File: config.mk
export PLATFORM = sky130hd
export DESIGN_NAME = ahb_instg_dma
export DESIGN_NICKNAME = d
export VERILOG_FILES = /design/src/rtl/ahb_mtx_pkg.sv /design/src/rtl/ahb_instg_hold_reg.sv /design/src/rtl/ahb_instg_dma.sv
export SDC_FILE = /design/constraint.sdc
export NUM_CORES = 1
export LEC_CHECK = 0
export ABC_AREA = 0
export BUFFER_PORTS_ARGS = -buffer_cell sky130_fd_sc_hd__buf_4
export CAP_MARGIN = 20
export CORE_ASPECT_RATIO = 1.4
export CORE_MARGIN = 4
export CORE_UTILIZATION = 51
export CTS_BUF_LIST = sky130_fd_sc_hd__clkbuf_8
export DETAILED_ROUTE_END_ITERATION = 12
export PLACE_DENSITY = 0.82
export SYNTH_ARGS = -nofsm -noshare
export SYNTH_HDL_FRONTEND = slang
export SYNTH_SLANG_ARGS = --single-unit
File: constraint.sdc
create_clock -name HCLK -period 1.7 [get_ports HCLK]
set_clock_uncertainty 0.15 [all_clocks]
set_input_delay 0.085 -clock HCLK [delete_from_list [all_inputs] [get_ports HCLK]]
set_output_delay 0.085 -clock HCLK [all_outputs]
set_load 0.02 [all_outputs]
File: src/rtl/ahb_mtx_pkg.sv
// Shared AHB encodings and defaults for the DMA bus matrix.
// Used by the input stages and the output-port arbiters.
package ahb_mtx_pkg;

    localparam int ADDR_W_DEF = 32;
    localparam int PROT_W_DEF = 4;

    typedef enum logic [1:0] {
        TRANS_IDLE   = 2'b00,
        TRANS_BUSY   = 2'b01,
        TRANS_NONSEQ = 2'b10,
        TRANS_SEQ    = 2'b11
    } htrans_e;

    typedef enum logic [2:0] {
        BURST_SINGLE = 3'b000,
        BURST_INCR   = 3'b001,
        BURST_WRAP4  = 3'b010,
        BURST_INCR4  = 3'b011,
        BURST_WRAP8  = 3'b100,
        BURST_INCR8  = 3'b101,
        BURST_WRAP16 = 3'b110,
        BURST_INCR16 = 3'b111
    } hburst_e;

    typedef enum logic {
        RESP_OKAY  = 1'b0,
        RESP_ERROR = 1'b1
    } hresp_e;

endpackage

File: src/rtl/ahb_instg_hold_reg.sv
// Hold-register bank for a stalled address phase.
// Replays as NONSEQ; a held SEQ beat is replayed as an INCR burst.
module ahb_instg_hold_reg
    import ahb_mtx_pkg::*;
#(
    parameter int ADDR_W = ADDR_W_DEF,
    parameter int PROT_W = PROT_W_DEF
) (
    input  logic              i_clk,
    input  logic              i_rst,
    input  logic              i_cap,
    input  logic [ADDR_W-1:0] i_addr,
    input  logic [1:0]        i_trans,
    input  logic              i_write,
    input  logic [2:0]        i_size,
    input  logic [2:0]        i_burst,
    input  logic [PROT_W-1:0] i_prot,
    input  logic              i_lock,
    output logic [ADDR_W-1:0] o_addr,
    output logic [1:0]        o_trans,
    output logic              o_write,
    output logic [2:0]        o_size,
    output logic [2:0]        o_burst,
    output logic [PROT_W-1:0] o_prot,
    output logic              o_lock
);

    logic [ADDR_W-1:0] r_addr;
    logic [1:0]        r_trans;
    logic              r_write;
    logic [2:0]        r_size;
    logic [2:0]        r_burst;
    logic [PROT_W-1:0] r_prot;
    logic              r_lock;

    always_ff @(posedge i_clk) begin
        if (i_rst) begin
            r_addr  <= '0;
            r_trans <= '0;
            r_write <= 1'b0;
            r_size  <= '0;
            r_burst <= '0;
            r_prot  <= '0;
            r_lock  <= 1'b0;
        end else if (i_cap) begin
            r_addr  <= i_addr;
            r_trans <= i_trans;
            r_write <= i_write;
            r_size  <= i_size;
            r_burst <= i_burst;
            r_prot  <= i_prot;
            r_lock  <= i_lock;
        end
    end

    // Arbitration broke the burst, so the replayed beat starts a fresh one
    always_comb begin
        o_addr  = r_addr;
        o_trans = TRANS_NONSEQ;
        o_write = r_write;
        o_size  = r_size;
        o_burst = (r_trans == TRANS_SEQ) ? BURST_INCR : r_burst;
        o_prot  = r_prot;
        o_lock  = r_lock;
    end

endmodule

File: src/rtl/ahb_instg_dma.sv
// Per-master AHB input stage of the DMA bus matrix.
// Optional: AHB_INSTG_ERR_FLUSH_EN drops a held transfer on slave ERROR.
module ahb_instg_dma
    import ahb_mtx_pkg::*;
#(
    parameter int ADDR_W = ADDR_W_DEF,
    parameter int PROT_W = PROT_W_DEF
) (
    input  logic              HCLK,
    input  logic              HRESET,
    input  logic              HSELS,
    input  logic [ADDR_W-1:0] HADDRS,
    input  logic [1:0]        HTRANSS,
    input  logic              HWRITES,
    input  logic [2:0]        HSIZES,
    input  logic [2:0]        HBURSTS,
    input  logic [PROT_W-1:0] HPROTS,
    input  logic              HMASTLOCKS,
    input  logic              HREADYS,
    output logic              HREADYOUTS,
    output logic              HRESPS,
    input  logic              active_trans,
    input  logic              HREADYM,
    input  logic              HRESPM,
    output logic              req,
    output logic              HSELM,
    output logic [ADDR_W-1:0] HADDRM,
    output logic [1:0]        HTRANSM,
    output logic              HWRITEM,
    output logic [2:0]        HSIZEM,
    output logic [2:0]        HBURSTM,
    output logic [PROT_W-1:0] HPROTM,
    output logic              HMASTLOCKM
);

    logic              r_pend;
    logic              r_data_phase;
    logic              w_addr_valid;
    logic              w_accept;
    logic              w_capture;
    logic              w_flush;
    logic [ADDR_W-1:0] w_h_addr;
    logic [1:0]        w_h_trans;
    logic              w_h_write;
    logic [2:0]        w_h_size;
    logic [2:0]        w_h_burst;
    logic [PROT_W-1:0] w_h_prot;
    logic              w_h_lock;

    assign w_addr_valid = HSELS & HREADYS & HTRANSS[1];
    assign w_accept     = active_trans & HREADYM & (r_pend | w_addr_valid);
    assign w_capture    = w_addr_valid & ~w_accept & ~r_pend;

`ifdef AHB_INSTG_ERR_FLUSH_EN
    assign w_flush = r_pend & r_data_phase & ~HREADYM & HRESPM;
`else
    assign w_flush = 1'b0;
`endif

    ahb_instg_hold_reg #(
        .ADDR_W (ADDR_W),
        .PROT_W (PROT_W)
    ) u_hold (
        .i_clk   (HCLK),
        .i_rst   (HRESET),
        .i_cap   (w_capture),
        .i_addr  (HADDRS),
        .i_trans (HTRANSS),
        .i_write (HWRITES),
        .i_size  (HSIZES),
        .i_burst (HBURSTS),
        .i_prot  (HPROTS),
        .i_lock  (HMASTLOCKS),
        .o_addr  (w_h_addr),
        .o_trans (w_h_trans),
        .o_write (w_h_write),
        .o_size  (w_h_size),
        .o_burst (w_h_burst),
        .o_prot  (w_h_prot),
        .o_lock  (w_h_lock)
    );

    always_ff @(posedge HCLK) begin
        if (HRESET) begin
            r_pend <= 1'b0;
        end else if (w_capture) begin
            r_pend <= 1'b1;
        end else if (r_pend & (w_accept | w_flush)) begin
            r_pend <= 1'b0;
        end
    end

    // Data phase only advances when the slave side completes a cycle
    always_ff @(posedge HCLK) begin
        if (HRESET) begin
            r_data_phase <= 1'b0;
        end else if (HREADYM) begin
            r_data_phase <= w_accept;
        end
    end

    always_comb begin
        HSELM      = r_pend | HSELS;
        HADDRM     = HADDRS;
        HTRANSM    = HTRANSS;
        HWRITEM    = HWRITES;
        HSIZEM     = HSIZES;
        HBURSTM    = HBURSTS;
        HPROTM     = HPROTS;
        HMASTLOCKM = HMASTLOCKS;
        if (r_pend) begin
            HADDRM     = w_h_addr;
            HTRANSM    = w_h_trans;
            HWRITEM    = w_h_write;
            HSIZEM     = w_h_size;
            HBURSTM    = w_h_burst;
            HPROTM     = w_h_prot;
            HMASTLOCKM = w_h_lock;
        end
    end

    assign req        = r_pend | w_addr_valid;
    assign HREADYOUTS = r_data_phase ? HREADYM : ~r_pend;
    assign HRESPS     = r_data_phase ? HRESPM : RESP_OKAY;

endmodule

==> impl_metrics.json, run 1 <==
{
  "cts_setup_buffers": 0,
  "synth_cell_types": 21,
  "slowest_delay_ps": 420,
  "drv_slew": 0,
  "instances_no_fill": 477,
  "startpoint_type": "register",
  "clock.fmax_mhz": 604.0,
  "fin_crit_sh_pct": 97.39,
  "antenna_found_initial": 0,
  "gp_congestion": 0.7229,
  "synth_most_common_cell": "nand2b_1",
  "synth_area_um2": 2764,
  "setup.worst_path.end_class": "output port",
  "coreArea_um2": 5197,
  "holdPathStages": 3,
  "hp-class": "input pin to register",
  "synth_edf_count": 0,
  "ant_nets": 0,
  "p_per_area_nw_per_um2": 653.7,
  "fin_crit_ps": 1656,
  "critPathKind": "register to output port",
  "grt_overflow": 0,
  "start_util_pct": 53.18,
  "synth_area_leader_cell": "dfxtp_1",
  "antennaDiodeCount": 0,
  "numCtsBuffers": 5,
  "timing_hold_violations_final": 0,
  "setup_viol": 0,
  "cts_tree": "done",
  "io_pins": 103,
  "drc": 0,
  "clockBufferDepth": 2,
  "rows": 31,
  "status": "complete, no violations",
  "htreeDepth": 2,
  "dpl.hpwl_um": 4028,
  "n_fill_cell": 354,
  "drtIter0Drc": 115,
  "slew_headroom_pct": 58.96,
  "wl_met2_um": 3396,
  "grt_pass1_vias": 2291,
  "power_leakage_nw": 1.671,
  "grt_pass1_wl_um": 10270,
  "critPathMaxFanout": 18,
  "die_h_um": 95.11,
  "clk-insertion-delay-late_ps": 290,
  "maxCapViolations": 0,
  "grt_usage_pct": 18.73,
  "yosys-top-cells-area": "dfxtp_1, nand2b_1, mux2_2, mux2i_1, buf_12",
  "ys_seq_elements": 48,
  "tns_ps": 0,
  "slowest_stage": "dfxtp_4",
  "rsz0062_at_grt": "false",
  "wl_met3_um": 341,
  "num_vias": 2334,
  "cp_cell_sequence": "buf_12 > mux2_2 > buf_4",
  "dieWidth_um": 70.22,
  "yosys_most_used_dff": "dfxtp_1",
  "syn_to_final_growth_pct": 48.89,
  "drt-met1-wl_um": 2606,
  "reg2regPathDepth": 3,
  "synth_top_area_share_pct": 34.77,
  "synth_warnings": 0,
  "avgSynthCellArea_um2": 10.20,
  "irDropWorstVdd_mv": 0.4927,
  "ys_async_sr_fraction_pct": 0,
  "cts.sinks": 48,
  "syn_inst": 271,
  "post-place-cells": 422,
  "top_layer": "met4",
  "postPlaceCellArea_um2": 3508,
  "finalInstanceArea_um2": 4115,
  "synth.net_count": 324,
  "crit_arrival_ps": 1420,
  "grt_max_degree": 94,
  "drive_gt1_share_pct": 39.42,
  "nets": 463,
  "port_buffers": 102,
  "firstDrtPassIters": 4,
  "cts_root_buf": "clkbuf_8",
  "worst_pin_slew_ps": 615.5,
  "cp.required_ps": 1460,
  "yosys-top-cells-count": "nand2b_1, dfxtp_1, mux2i_1",
  "path_clk_slew_ps": 90,
  "synth_sequential_area_ratio_pct": 34.77,
  "via_per_inst": 4.893,
  "routed_wl_um": 6497,
  "die_area_um2": 6678,
  "wl_per_cell_um": 13.62
}
stage by stage:
stage	hold WS (ps)	utilization (%)	power, mW	worst slack [ps]
finish	35.64	79.18	2.690	44.34
global route	43.42	79.18	2.800	3.222
CTS	27.00	78.62	2.698	7.228
detailed placement	222.3	67.50	1.805	325.3
global placement	211.5	67.50	1.795	349.2
floorplan	90.30	-	1.558	369.8
placed cells by master (no fill, tap or decap), types with 3 or more instances in the layout:
cell type	synthesis	final
nand2b_1	90	90
a21oi_1	4	4
inv_1	3	3
and2_1	3	3
buf_12	5	3
nor2_1	3	3
dlygate4sd3_1	0	46
mux2i_1	45	45
buf_4	0	102
mux2_2	41	41
clkbuf_8	0	5
dfxtp_1	48	47
report_power, final:
part | switching, mW | total [mW] | internal [mW]
logic | 0.298 | 0.697 | 0.398
registers | 0.0204 | 1.18 | 1.16
clock network | 0.380 | 0.816 | 0.436
total | 0.699 | 2.69 | 1.99
sequential cells by signal, summed over array words and instances (netlist names):
name            count
r_data_phase        1
r_pend              1
u_hold.o_addr      32
u_hold.o_lock       1
u_hold.o_prot       4
u_hold.o_size       3
u_hold.o_write      1
u_hold.r_burst      3
u_hold.r_trans      2
path summary, 6_finish.rpt:
kind	start	endpoint	slack [ps]
max	r_pend	HADDRM[20]	40
min	HREADYS	r_pend	40
min reg2reg	u_hold.o_addr[15]	u_hold.o_addr[15]	330
max reg2reg	r_pend	u_hold.o_size[0]	350
worst max-delay path, delay by kind of cell (launching register included):
kind / cells / cell delay (ps)
buffers and inverters: 2 / 340
multiplexers: 1 / 360
flip-flops: 1 / 420
per-layer routing:
metal	vias to the layer above	global-route usage [%]
li1	1177	-
met1	1076	21.01
met2	69	34.78
met3	12	3.586
met4	0	7.348
met5	-	0
layout make-up:
class	instances	area (um2)	share of cell area [%]
multi-input cells	199	1619	39.34
flip-flops and latches	48	964.7	23.44
repair buffers	153	1326	32.23
clock inverters	3	42.54	1.034
clock buffers	5	68.82	1.672
well taps	66	82.58	2.007
inverters	3	11.26	0.2736
cell families (layout without fill, tap and decap cells):
group | Yosys count | count (layout) | share of synthesized area, %
and+or+nand+nor | 105 | 105 | 23.81
muxes | 86 | 86 | 33.00
DFF | 48 | 48 | 34.77
buffers and inverters | 24 | 164 | 6.655
AOI/OAI and AO/OA | 8 | 8 | 1.766
what timing repair did:
item / in CTS / in global routing
hold buffers: 46 / 0
endpoints found under the setup margin: 14 / 22
gates cloned: 0 / 1
endpoints found under the hold margin: 46 / 0
pin swaps: 0 / 0
resized for setup: 2 / 1
Note: power is estimated with default switching activity, not from simulation.
==> inputs of run 2 (changes only) <==
--- a/config.mk
+++ b/config.mk
@@ -10,10 +10,11 @@
 export CAP_MARGIN = 20
 export CORE_ASPECT_RATIO = 1.4
 export CORE_MARGIN = 4
-export CORE_UTILIZATION = 51
+export CORE_UTILIZATION = 49
 export CTS_BUF_LIST = sky130_fd_sc_hd__clkbuf_8
 export DETAILED_ROUTE_END_ITERATION = 12
 export PLACE_DENSITY = 0.82
 export SYNTH_ARGS = -nofsm -noshare
 export SYNTH_HDL_FRONTEND = slang
+export SYNTH_HIERARCHICAL = 1
 export SYNTH_SLANG_ARGS = --single-unit
==> impl_metrics.json, run 2 <==
{
  "drtIter0Drc": 62,
  "yosys_most_used_dff": "dfxtp_1",
  "synth_area_um2": 2394,
  "synth_warnings": 6,
  "critPathBufInv": 2,
  "critPathKind": "register to output port",
  "synth_area_leader_cell": "dfxtp_1",
  "wl_per_cell_um": 14.68,
  "rsz0062_at_grt": "false",
  "maxCapViolations": 0,
  "slowest_delay_ps": 410,
  "crit_arrival_ps": 1410,
  "cp.depth": 3,
  "gp_congestion": 0.7012,
  "synth_sequential_area_ratio_pct": 40.15,
  "power_leakage_nw": 1.585,
  "p_per_area_nw_per_um2": 666.4,
  "tns_ps": 0,
  "synth_top_area_share_pct": 40.15,
  "clkPwrFrac_pct": 26.4,
  "drive_gt1_share_pct": 45.23,
  "drv_slew": 0,
  "port_buffers": 102,
  "fin_crit_ps": 1647,
  "path_clk_slew_ps": 80,
  "finalPower_mw": 2.514,
  "swShare_pct": 26.26,
  "numCtsBuffers": 5,
  "grt_usage_pct": 20.40,
  "coreArea_um2": 4644,
  "antenna_found_initial": 0,
  "yosys-top-cells-area": "dfxtp_1, mux2_2, mux2i_1, nor2_1, buf_12",
  "timing_hold_violations_final": 0,
  "synth_edf_count": 0,
  "irDropWorstVdd_mv": 0.4788,
  "antennaDiodeCount": 0,
  "fin_crit_sh_pct": 96.86,
  "synth_most_common_cell": "dfxtp_1",
  "reg2regPathDepth": 4,
  "final_common_cell": "buf_4",
  "clockBufferDepth": 2,
  "internal_power_mw": 1.854,
  "avgSynthCellArea_um2": 10.88,
  "largest_reg_flops": 32,
  "cp.required_ps": 1460,
  "final_core_util_pct": 81.22,
  "p_comb_share_pct": 26.9,
  "die_area_um2": 6083,
  "ys_seq_elements": 48,
  "hp-class": "input pin to register",
  "setup_viol": 0,
  "via_per_inst": 4.970,
  "grt_max_degree": 49,
  "nets": 419,
  "p_sw_mw": 0.6601,
  "cts_root_buf": "clkbuf_8",
  "start_util_pct": 51.54,
  "cp_cell_sequence": "clkbuf_16 > mux2_2 > buf_4",
  "status": "complete, no violations",
  "syn_inst": 220,
  "clock.fmax_mhz": 607.3,
  "drc": 0,
  "power_frac_seq_pct": 46.7,
  "layout_common_cells": "buf_4, mux2i_1, dlygate4sd3_1, dfxtp_1",
  "syn_to_final_growth_pct": 57.61,
  "grt_overflow": 0,
  "cts_setup_buffers": 0,
  "dieWidth_um": 67.07,
  "io_pins": 103,
  "grt_pass1_vias": 2172,
  "grt_pass1_wl_um": 9811,
  "ys_async_sr_fraction_pct": 0,
  "synth.net_count": 273,
  "cts_tree": "done",
  "dpl.hpwl_um": 3855,
  "die_h_um": 90.70,
  "setup.worst_path.end_class": "output port",
  "synth_cell_types": 20,
  "firstDrtPassIters": 4,
  "slowest_stage": "dfxtp_4",
  "routed_wl_um": 6299,
  "critPathMaxFanout": 18,
  "clk-insertion-delay-late_ps": 280,
  "num_vias": 2132,
  "rows": 29,
  "cts.sinks": 48,
  "startpoint_type": "register",
  "holdPathStages": 2,
  "htreeDepth": 2,
  "ant_nets": 0,
  "crit_family": "flip-flops",
  "yosys-top-cells-count": "dfxtp_1, mux2i_1, mux2_2, nor2_1, buf_2"
}
run 2: final timing paths:
check	start	end	slack, ps
hold reg to reg	u_hold/o_addr[7]	u_hold/o_addr[7]	340
setup reg to reg	r_pend	r_pend	80
setup / recovery	r_pend	HBURSTM[1]	50
hold / removal	HRESET	u_hold/o_prot[3]	90
run 2: per-layer routing:
layer,up-vias,track usage [%],wire length [um]
met3,6,4.732,399
met2,73,39.21,3629
met4,0,4.061,51
met5,-,0,0
li1,1050,-,-
met1,1003,21.51,2219
run 2: layout make-up:
type	count	area, um2
timing repair buffer	156	1360
clock buffer	6	82.58
fill	302	872.1
multi-input combinational	154	1276
clock inverter	2	7.507
inverter	1	3.754
tap	62	77.57
sequential	48	964.7
run 2: timing repair:
item                                   CTS  global route
gates cloned                             0             1
resized for setup                        1             4
endpoints found under the hold margin   47             0
setup endpoints to repair                7            38
hold buffers                            48             0
run 2: logic make-up (layout without fill, tap and decap cells):
| group | Yosys count | in the layout | share of synthesized area, % |
|---|---|---|---|
| compound gates | 4 | 4 | 1.882 |
| simple gates | 55 | 55 | 9.305 |
| buf+inv | 18 | 165 | 7.056 |
| flops | 48 | 48 | 40.15 |
| other cells | 2 | 2 | 0.3138 |
| mux | 93 | 93 | 41.30 |
run 2: power groups by stage:
stage                     clock network [mW]  logic [mW]  registers, mW
after global placement                     0       0.568           1.20
final                                  0.665       0.675           1.17
after detailed placement                   0       0.576           1.20
after global routing                   0.723       0.720           1.18
after CTS                              0.687       0.665           1.17
after floorplan                            0       0.328           1.19
run 2: per-stage QoR:
stage / hold slack (ps) / setup slack, ps / cells / instance area, um2
after CTS: 95.74 / 8.518 / 428 / 3734
after global placement: 160.7 / 226.0 / 372 / 3161
final: 90.16 / 53.31 / 429 / 3772
after detailed placement: 163.5 / 184.2 / 372 / 3161
after global routing: 98.71 / 1.671 / 429 / 3772
after floorplan: 1.246 / 38.50 / 220 / 2394
